===== src/rtl/keypad_scan.sv =====
// rtl/keypad_scan.sv - 4x4 hex keypad column scanner with row synchronizer and per-key frame debounce
module keypad_scan #(
  parameter int SETTLE_CYCLES  = 15,
  parameter int DEBOUNCE_SCANS = 4
) (
  input  logic        clk,
  input  logic        rst_n,
  input  logic [3:0]  row_n,
  output logic [3:0]  col_n,
  output logic [15:0] keypad_matrix,
  output logic        scan_done
);

  localparam int PHASE_W = $clog2(SETTLE_CYCLES + 1);
  localparam int CNT_W   = $clog2(DEBOUNCE_SCANS + 1);

  localparam logic [PHASE_W-1:0] PHASE_MAX = PHASE_W'(SETTLE_CYCLES);
  localparam logic [CNT_W-1:0]   CNT_LAST  = CNT_W'(DEBOUNCE_SCANS - 1);

  // Reject settle times that cannot cover the synchronizer plus one cycle of line settle.
  if (SETTLE_CYCLES < 3) begin : g_settle_check
    $error("keypad_scan: SETTLE_CYCLES must be at least 3");
  end

  // A key must be allowed to flip after at least one disagreeing frame.
  if (DEBOUNCE_SCANS < 1) begin : g_debounce_check
    $error("keypad_scan: DEBOUNCE_SCANS must be at least 1");
  end

  logic [3:0]               sync1_q, sync1_d;
  logic [3:0]               sync2_q, sync2_d;
  logic [PHASE_W-1:0]       phase_q, phase_d;
  logic [1:0]               col_q, col_d;
  logic [11:0]              raw_q, raw_d;
  logic [3:0]               col_n_q, col_n_d;
  logic [15:0]              matrix_q, matrix_d;
  logic                     scan_done_q, scan_done_d;
  logic [15:0][CNT_W-1:0]   cnt_q, cnt_d;

  logic [3:0]  row;
  logic        sample;
  logic        frame_end;
  logic [3:0]  c0, c1, c2, c3;
  logic [15:0] pressed_now;

  // Two-flop synchronizer on the asynchronous rows; inverted so 1 means row pulled low.
  always_comb begin
    sync1_d = row_n;
    sync2_d = sync1_q;
    row     = ~sync2_q;
  end

  // Column/phase counters: hold each column, then sample its rows and advance.
  always_comb begin
    sample    = (phase_q == PHASE_MAX);
    frame_end = sample && (col_q == 2'd3);
    phase_d   = sample ? '0 : phase_q + PHASE_W'(1);
    col_d     = sample ? col_q + 2'd1 : col_q;
    raw_d     = raw_q;
    if (sample) begin
      case (col_q)
        2'd0:    raw_d[3:0]  = row;
        2'd1:    raw_d[7:4]  = row;
        2'd2:    raw_d[11:8] = row;
        default: raw_d       = raw_q;
      endcase
    end
    // Drive register lags the column counter by one cycle so the first
    // column appears on the first edge after reset and every column is
    // held for the full SETTLE_CYCLES+1 cycles.
    col_n_d = ~(4'b0001 << col_q);
  end

  // Remap (row, column) samples to hex-labelled key bits; column 3 uses the live row.
  always_comb begin
    c0 = raw_q[3:0];
    c1 = raw_q[7:4];
    c2 = raw_q[11:8];
    c3 = row;
    pressed_now      = '0;
    pressed_now[1]   = c0[0];
    pressed_now[2]   = c1[0];
    pressed_now[3]   = c2[0];
    pressed_now[12]  = c3[0];
    pressed_now[4]   = c0[1];
    pressed_now[5]   = c1[1];
    pressed_now[6]   = c2[1];
    pressed_now[13]  = c3[1];
    pressed_now[7]   = c0[2];
    pressed_now[8]   = c1[2];
    pressed_now[9]   = c2[2];
    pressed_now[14]  = c3[2];
    pressed_now[10]  = c0[3];
    pressed_now[0]   = c1[3];
    pressed_now[11]  = c2[3];
    pressed_now[15]  = c3[3];
  end

  // Per-key debounce at frame end: flip only after DEBOUNCE_SCANS consecutive disagreeing frames.
  always_comb begin
    matrix_d    = matrix_q;
    cnt_d       = cnt_q;
    scan_done_d = frame_end;
    if (frame_end) begin
      for (int k = 0; k < 16; k++) begin
        if (pressed_now[k] == matrix_q[k]) begin
          cnt_d[k] = '0;
        end else if (cnt_q[k] == CNT_LAST) begin
          matrix_d[k] = pressed_now[k];
          cnt_d[k]    = '0;
        end else begin
          cnt_d[k] = cnt_q[k] + CNT_W'(1);
        end
      end
    end
  end

  // State registers; reset clears all scan and debounce history.
  always_ff @(posedge clk or negedge rst_n) begin
    if (!rst_n) begin
      sync1_q     <= '0;
      sync2_q     <= '0;
      phase_q     <= '0;
      col_q       <= '0;
      raw_q       <= '0;
      col_n_q     <= 4'hF;
      matrix_q    <= '0;
      scan_done_q <= 1'b0;
      cnt_q       <= '0;
    end else begin
      sync1_q     <= sync1_d;
      sync2_q     <= sync2_d;
      phase_q     <= phase_d;
      col_q       <= col_d;
      raw_q       <= raw_d;
      col_n_q     <= col_n_d;
      matrix_q    <= matrix_d;
      scan_done_q <= scan_done_d;
      cnt_q       <= cnt_d;
    end
  end

  assign col_n         = col_n_q;
  assign keypad_matrix = matrix_q;
  assign scan_done     = scan_done_q;

endmodule


===== config.mk =====
export PLATFORM = sky130hd
export DESIGN_NAME = keypad_scan
export DESIGN_NICKNAME = d
export VERILOG_FILES = /design/src/rtl/keypad_scan.sv
export SDC_FILE = /design/constraint.sdc
export NUM_CORES = 1
export LEC_CHECK = 0
export CORE_MARGIN = 2
export CORE_UTILIZATION = 45
export CTS_BUF_LIST = sky130_fd_sc_hd__clkbuf_8
export DETAILED_ROUTE_END_ITERATION = 6
export GPL_ROUTABILITY_DRIVEN = 0
export PLACE_DENSITY = 0.63
export RECOVER_POWER = 100
export SYNTH_ARGS = -nofsm -noshare
export SYNTH_HDL_FRONTEND = slang
export SYNTH_SLANG_ARGS = --single-unit

===== constraint.sdc =====
create_clock -name clk -period 1.7 [get_ports clk]
set_input_delay 0.255 -clock clk [delete_from_list [all_inputs] [get_ports clk]]
set_output_delay 0.255 -clock clk [all_outputs]
set_load 0.005 [all_outputs]

==> flow_summary.yaml, run 1 <==
worst_hold_path:
  whs_path_depth: 0
  hold_path.class: "flop to flop"
final_layout:
  nets: 424
  finalInstanceArea_sq_mm: 0.00471
  final_util_pct: 53.7
  nFillCells: 768
  area_growth_pct: 15.3
  n_antenna_cell: 0
  drive_gt1_share_pct: 11.9
timing:
  setup_viol: 0
  worst_pin_slew_ns: 0.770
  final-max-slew-violation-count: 0
  finalCritPeriodShare_pct: 96.4
  fin_skew_ns: 0.00781
  min_period_ns: 1.64
  hold_viol_final: 0
  rsz0062_at_grt: "true"
  timing.slew.headroom_pct: 48.7
  fmax_mhz: 610
cts:
  cts_max_level: 3
  cts_tree: "built"
  postCtsSetupBuffers: 0
  clkSinkCount: 95
  cts-root-buf: "clkbuf_8"
  cts_buffers: 9
  clockBufferDepth: 2
  worst_skew_pair.late_latency_ns: 0.35
  path_clk_slew_ns: 0.09
synth:
  ys_types: 29
  synth_cells: 358
  syn_nets: 385
  synth_area_sq_mm: 0.00408
  synth_warnings: 0
  synth.avg_cell_area_sq_um: 11.4
  postSynthRegisterBits: 95
  ys_seq_area_share_pct: 58.4
global_routing:
  grt.overflow.total: 0
  grt_util_all_layers_pct: 15.5
  antenna_found_initial: 0
  grt_pass1_wl_um: 12200
  grt_pass1_vias: 2576
  grt_max_degree: 36
place:
  portBuffers: 26
  hpwl_um: 4790
  place_area_sq_mm: 0.00453
routing:
  first_pass_iters: 4
  wl_um: 6910
  vias: 2559
  drc: 0
  vias_per_cell: 5.02
  avgRoutedWirePerCell_um: 13.5
  ant_nets: 0
  drt-initial-drc-count: 94
floorplanning:
  rows: 34
  dieArea_sq_mm: 0.00985
  floorplan.io_pins: 27
  dieWidth_um: 99.2
  coreArea_sq_mm: 0.00876
  die-height_um: 99.2
  start_util_pct: 46.6
worst_setup_path:
  crit_type: "flop to flop"
  worstSetupEndpointType: "flop"
  cp_max_fo: 12
  critical_path.max_stage_delay_ns: 0.40
  cpMaxStageDelayCell: "dfrtp_1"
  crit_required_ns: 1.94
  cp.arrival_ns: 1.88
  ff2ff_path_depth: 5
  startpoint_type: "flop"
  critical_path.cell_chain: "ha_2, nand4_4, buf_4, nor2_1, mux2_2"
outcome:
  outcome: "complete, no violations"
power_and_ir_drop:
  ir_drop_mv: 0.354
  power.leakage_nw: 2.30
  powerDensity_mw_per_mm2: 793
  power_w: 0.00373
job:
  cap_violations: 0
[what timing repair did]
item | CTS | global route
hold endpoints to repair | 23 | 0
resized for setup | 0 | 3
hold buffers | 1 | 0
endpoints found under the setup margin | 0 | 16
[cells by family after synthesis]
group / Yosys count / synth area share (%)
buffers and inverters: 25 / 3.19
DFF: 95 / 58.4
xor gates and xnor gates: 18 / 3.86
and+or+nand+nor: 112 / 13.6
adders and majority gates: 21 / 6.44
AOI/OAI and AO/OA: 74 / 10.9
muxes: 13 / 3.59
[layout make-up]
cell class | instances | area [sq um] | area share [%]
clock buffers | 10 | 138 | 2.92
clock inverters | 6 | 37.5 | 0.798
inverters | 13 | 48.8 | 1.04
multi-input cells | 238 | 1570 | 33.4
flip-flops and latches | 95 | 2380 | 50.6
well taps | 108 | 135 | 2.87
repair buffers | 40 | 390 | 8.30
[placed cells by master, fill, tap and decap left out, types with 11 or more instances in the layout]
master / instances
nand3_1: 24
nor2_1: 18
inv_1: 13
mux2_2: 11
dfrtp_1: 91
o21ai_0: 44
xor2_1: 14
ha_1: 19
a21boi_0: 11
nand2_1: 34
dlygate4sd3_1: 22
nand2b_1: 25
[Yosys cell counts (all sizes together)]
cell type	count	area, sq um
a31oi	1	6.26
nand3	24	120
xor2	14	123
mux2	13	146
nand2	34	128
o31ai	4	30.0
a31o	3	26.3
o21ai	45	225
dfrtp	91	2280
a22o	7	61.3
inv	13	48.8
a21boi	11	82.6
and3	2	12.5
nand2b	25	156
and2	5	31.3
buf	11	77.6
xnor2	4	35.0
clkbuf	1	3.75
dfstp	4	105
ha	21	263
nor2	18	67.6
a21oi	3	15.0
nand4	4	40.0
[state kept, by name, summed over array words and instances, names as in the netlist, 2 cells and up]
name / count
sync2_q: 4
sync1_q: 4
phase_q: 4
col_n: 4
cnt_q: 48
raw_q: 12
keypad_matrix: 16
col_q: 2
[power by group]
| part | switching (W) | internal, W | total [W] |
|---|---|---|---|
| registers | 0.0000238 | 0.00228 | 0.00231 |
| logic | 0.0000663 | 0.0000340 | 0.000100 |
| clock network | 0.000760 | 0.000564 | 0.00132 |
| total | 0.000850 | 0.00288 | 0.00373 |
[final timing paths]
| kind | from | end | slack [ns] |
|---|---|---|---|
| max reg2reg | phase_q[0] | keypad_matrix[2] | 0.06 |
| min | sync1_q[3] | sync2_q[3] | 0.36 |
| max in group asynchronous | rst_n | cnt_q[11] | 0.55 |
| min in group asynchronous | rst_n | cnt_q[18] | 0.51 |
| max | phase_q[0] | keypad_matrix[2] | 0.06 |
| min reg2reg | sync1_q[3] | sync2_q[3] | 0.36 |
[critical path, delay by kind of cell (launching register included)]
family	cells	cell delay (ns)
buffers and inverters	1	0.24
and+or+nand+nor	2	0.31
adders and majority gates	1	0.23
muxes	1	0.35
DFF	1	0.40
[through the flow]
| step | worst slack [ns] | hold slack (ns) | cells | setup TNS (ns) |
|---|---|---|---|---|
| final | 0.0615 | 0.356 | 510 | 0 |
| after global routing | -0.00771 | 0.361 | 510 | -0.00771 |
| after CTS | 0.0503 | 0.322 | 510 | 0 |
| after detailed placement | 0.0693 | 0.216 | 493 | 0 |
| after global placement | 0.117 | 0.214 | 493 | 0 |
| after floorplan | 0.167 | -0.0406 | 358 | 0 |
[routing by layer]
metal | track usage [%] | wire length (um)
met5 | 0 | 0
met4 | 5.37 | 67
met3 | 2.95 | 174
met2 | 24.6 | 3160
met1 | 21.6 | 3500
Note: power is estimated with default switching activity, not from simulation.
==> run 2: changes to the inputs <==
Settings changed: CORE_MARGIN 2 to 4, CORE_UTILIZATION 45 to 50, PLACE_DENSITY 0.63 to 0.69.
==> flow_summary.yaml, run 2 (synthesis gave the netlist of run 1 again) <==
worst_setup_path:
  critical_path.cell_chain: "dlygate4sd3_1"
  ff2ff_path_depth: 5
  startpoint_type: "flop"
  cp.arrival_ns: 1.37
  cp_max_fo: 3
  critical_path.max_stage_delay_ns: 0.59
  crit_type: "flop to output port"
  crit_required_ns: 1.44
  critPathBufInv: 1
  r2r_start: "phase_q[0]"
  worstSetupEndpointType: "output port"
  cpMaxStageDelayCell: "dlygate4sd3_1"
  reg2reg_to: "raw_q[1]"
  cp_top_family: "buffers and inverters"
  r2r_slack_ns: 0.11
global_routing:
  use_met2_pct: 26.5
  grt_max_degree: 65
  grt_pass1_vias: 2809
  grt_util_all_layers_pct: 16.6
  grt.overflow.total: 0
  busiest_layer: "met2"
  grt.met1_usage_pct: 22.3
  grt_use_met3_pct: 2.86
  antenna_found_initial: 0
  grt_pass1_wl_um: 12900
final_layout:
  top_register: "cnt_q"
  layout_common_cells: "dfrtp_1 (91), o21ai_0 (44), nand2_1 (34)"
  largest_register_ff_count: 48
  nets: 424
  n_antenna_cell: 0
  drive_gt1_share_pct: 11.2
  area_growth_pct: 16.2
  final_common_cell: "dfrtp_1"
  finalInstanceArea_sq_mm: 0.00474
place:
  hpwl_um: 4790
  portBuffers: 26
  place_area_sq_mm: 0.00452
  dp_worst_setup_slack_ns: 0.106
cts:
  cts_max_level: 3
  cts_buffers: 9
  clkSinkCount: 95
  path_clk_slew_ns: 0.08
  clockBufferDepth: 2
  worst_skew_pair.late_latency_ns: 0.36
  cts-root-buf: "clkbuf_8"
  cts_tree: "built"
  postCtsResizedCells: 0
power_and_ir_drop:
  p_int_w: 0.00332
  clkPwrFrac_pct: 42.4
  power.leakage_nw: 2.32
  ir_drop_mv: 0.547
  swShare_pct: 20.3
  pwr-share-comb_pct: 2.2
  powerDensity_mw_per_mm2: 878
  power_w: 0.00417
  p_sw_w: 0.000844
  seqPwrFrac_pct: 55.3
routing:
  wl_um: 6910
  vias_per_cell: 5.17
  vias: 2607
  ant_nets: 0
  drt-initial-drc-count: 115
  first_pass_iters: 5
  avgRoutedWirePerCell_um: 13.7
  drc: 0
timing:
  worst_pin_slew_ns: 0.859
  setup_tns_ns: 0
  min_period_ns: 1.62
  timing.slew.headroom_pct: 42.8
  final-max-slew-violation-count: 0
  rsz0062_at_grt: "false"
  hold_ws_ns: 0.353
  finalWorstSetupSlack_ns: 0.0761
  setup_viol: 0
  fin_skew_ns: 0.00980
  hold_viol_final: 0
  finalCritPeriodShare_pct: 95.5
  fmax_mhz: 616
outcome:
  outcome: "complete, no violations"
worst_hold_path:
  hold_path.class: "flop to flop"
  min_from: "sync1_q[2]"
  whs_path_depth: 0
  holdPathEnd: "sync2_q[2]"
job:
  cap_violations: 0
floorplanning:
  dieWidth_um: 98.4
  rows: 32
  die-height_um: 98.4
  start_util_pct: 52.0
  floorplan.io_pins: 27
  dieArea_sq_mm: 0.00967
  coreArea_sq_mm: 0.00785
[run 2: cell types whose count changed in the layout (fill, tap and decap cells not counted), sizes merged]
| cell | before | now |
|---|---|---|
| clkinv | 3 | 0 |
| bufinv | 0 | 3 |
| buf | 9 | 6 |
| clkbuf | 15 | 18 |
| dlygate4sd3 | 22 | 20 |
| clkdlybuf4s50 | 4 | 6 |
[run 2: final cells by class]
type,instances,area [sq um]
timing repair buffer,40,370
inverter,13,48.8
fill,689,3100
clock inverter,6,109
sequential,95,2380
multi-input combinational,238,1570
clock buffer,10,138
tap,102,128
[run 2: how the worst max path moves through the flow]
stage | startpoint | end | slack (ns) | depth (start not counted)
6_report | keypad_matrix[13] | keypad_matrix[13] | 0.08 | 1
5_1_grt | col_q[1] | keypad_matrix[6] | 0.008 | 5
4_1_cts | col_n[3] | col_n[3] | 0.05 | 1
3_5_place_dp | phase_q[0] | keypad_matrix[2] | 0.11 | 5
3_3_place_gp | col_q[1] | keypad_matrix[2] | 0.16 | 5
2_1_floorplan | phase_q[0] | keypad_matrix[10] | 0.17 | 6
[run 2: metal layers]
metal	routed length [um]	up-vias
li1	-	1300
met1	3410	1263
met2	3190	32
met3	178	12
met4	131	0
met5	0	-
[run 2: power by group through the flow]
stage | clock network, W | logic, W | registers (W)
after floorplan | 0 | 0.0000324 | 0.00234
after global placement | 0 | 0.0000998 | 0.00235
after detailed placement | 0 | 0.000102 | 0.00235
after CTS | 0.00181 | 0.000105 | 0.00231
after global routing | 0.00191 | 0.000110 | 0.00231
final | 0.00177 | 0.0000922 | 0.00231
[run 2: metrics by stage]
stage	instances	utilization, %
3_5_place_dp	487	57.6
3_3_place_gp	487	57.6
5_1_grt	504	60.5
4_1_cts	504	60.9
2_1_floorplan	358	-
6_report	504	60.5
[run 2: timing repair]
| item | CTS | global route |
|---|---|---|
| buffers inserted | 0 | 0 |
| endpoints found under the hold margin | 91 | 0 |
| hold buffers | 1 | 0 |
==> run 3: changes to the inputs <==
Settings changed: SLEW_MARGIN set to 0, TNS_END_PERCENT set to 20.
==> results of run 3 <==
Same layout as run 2: the final DEF is identical, and so are final timing and power.
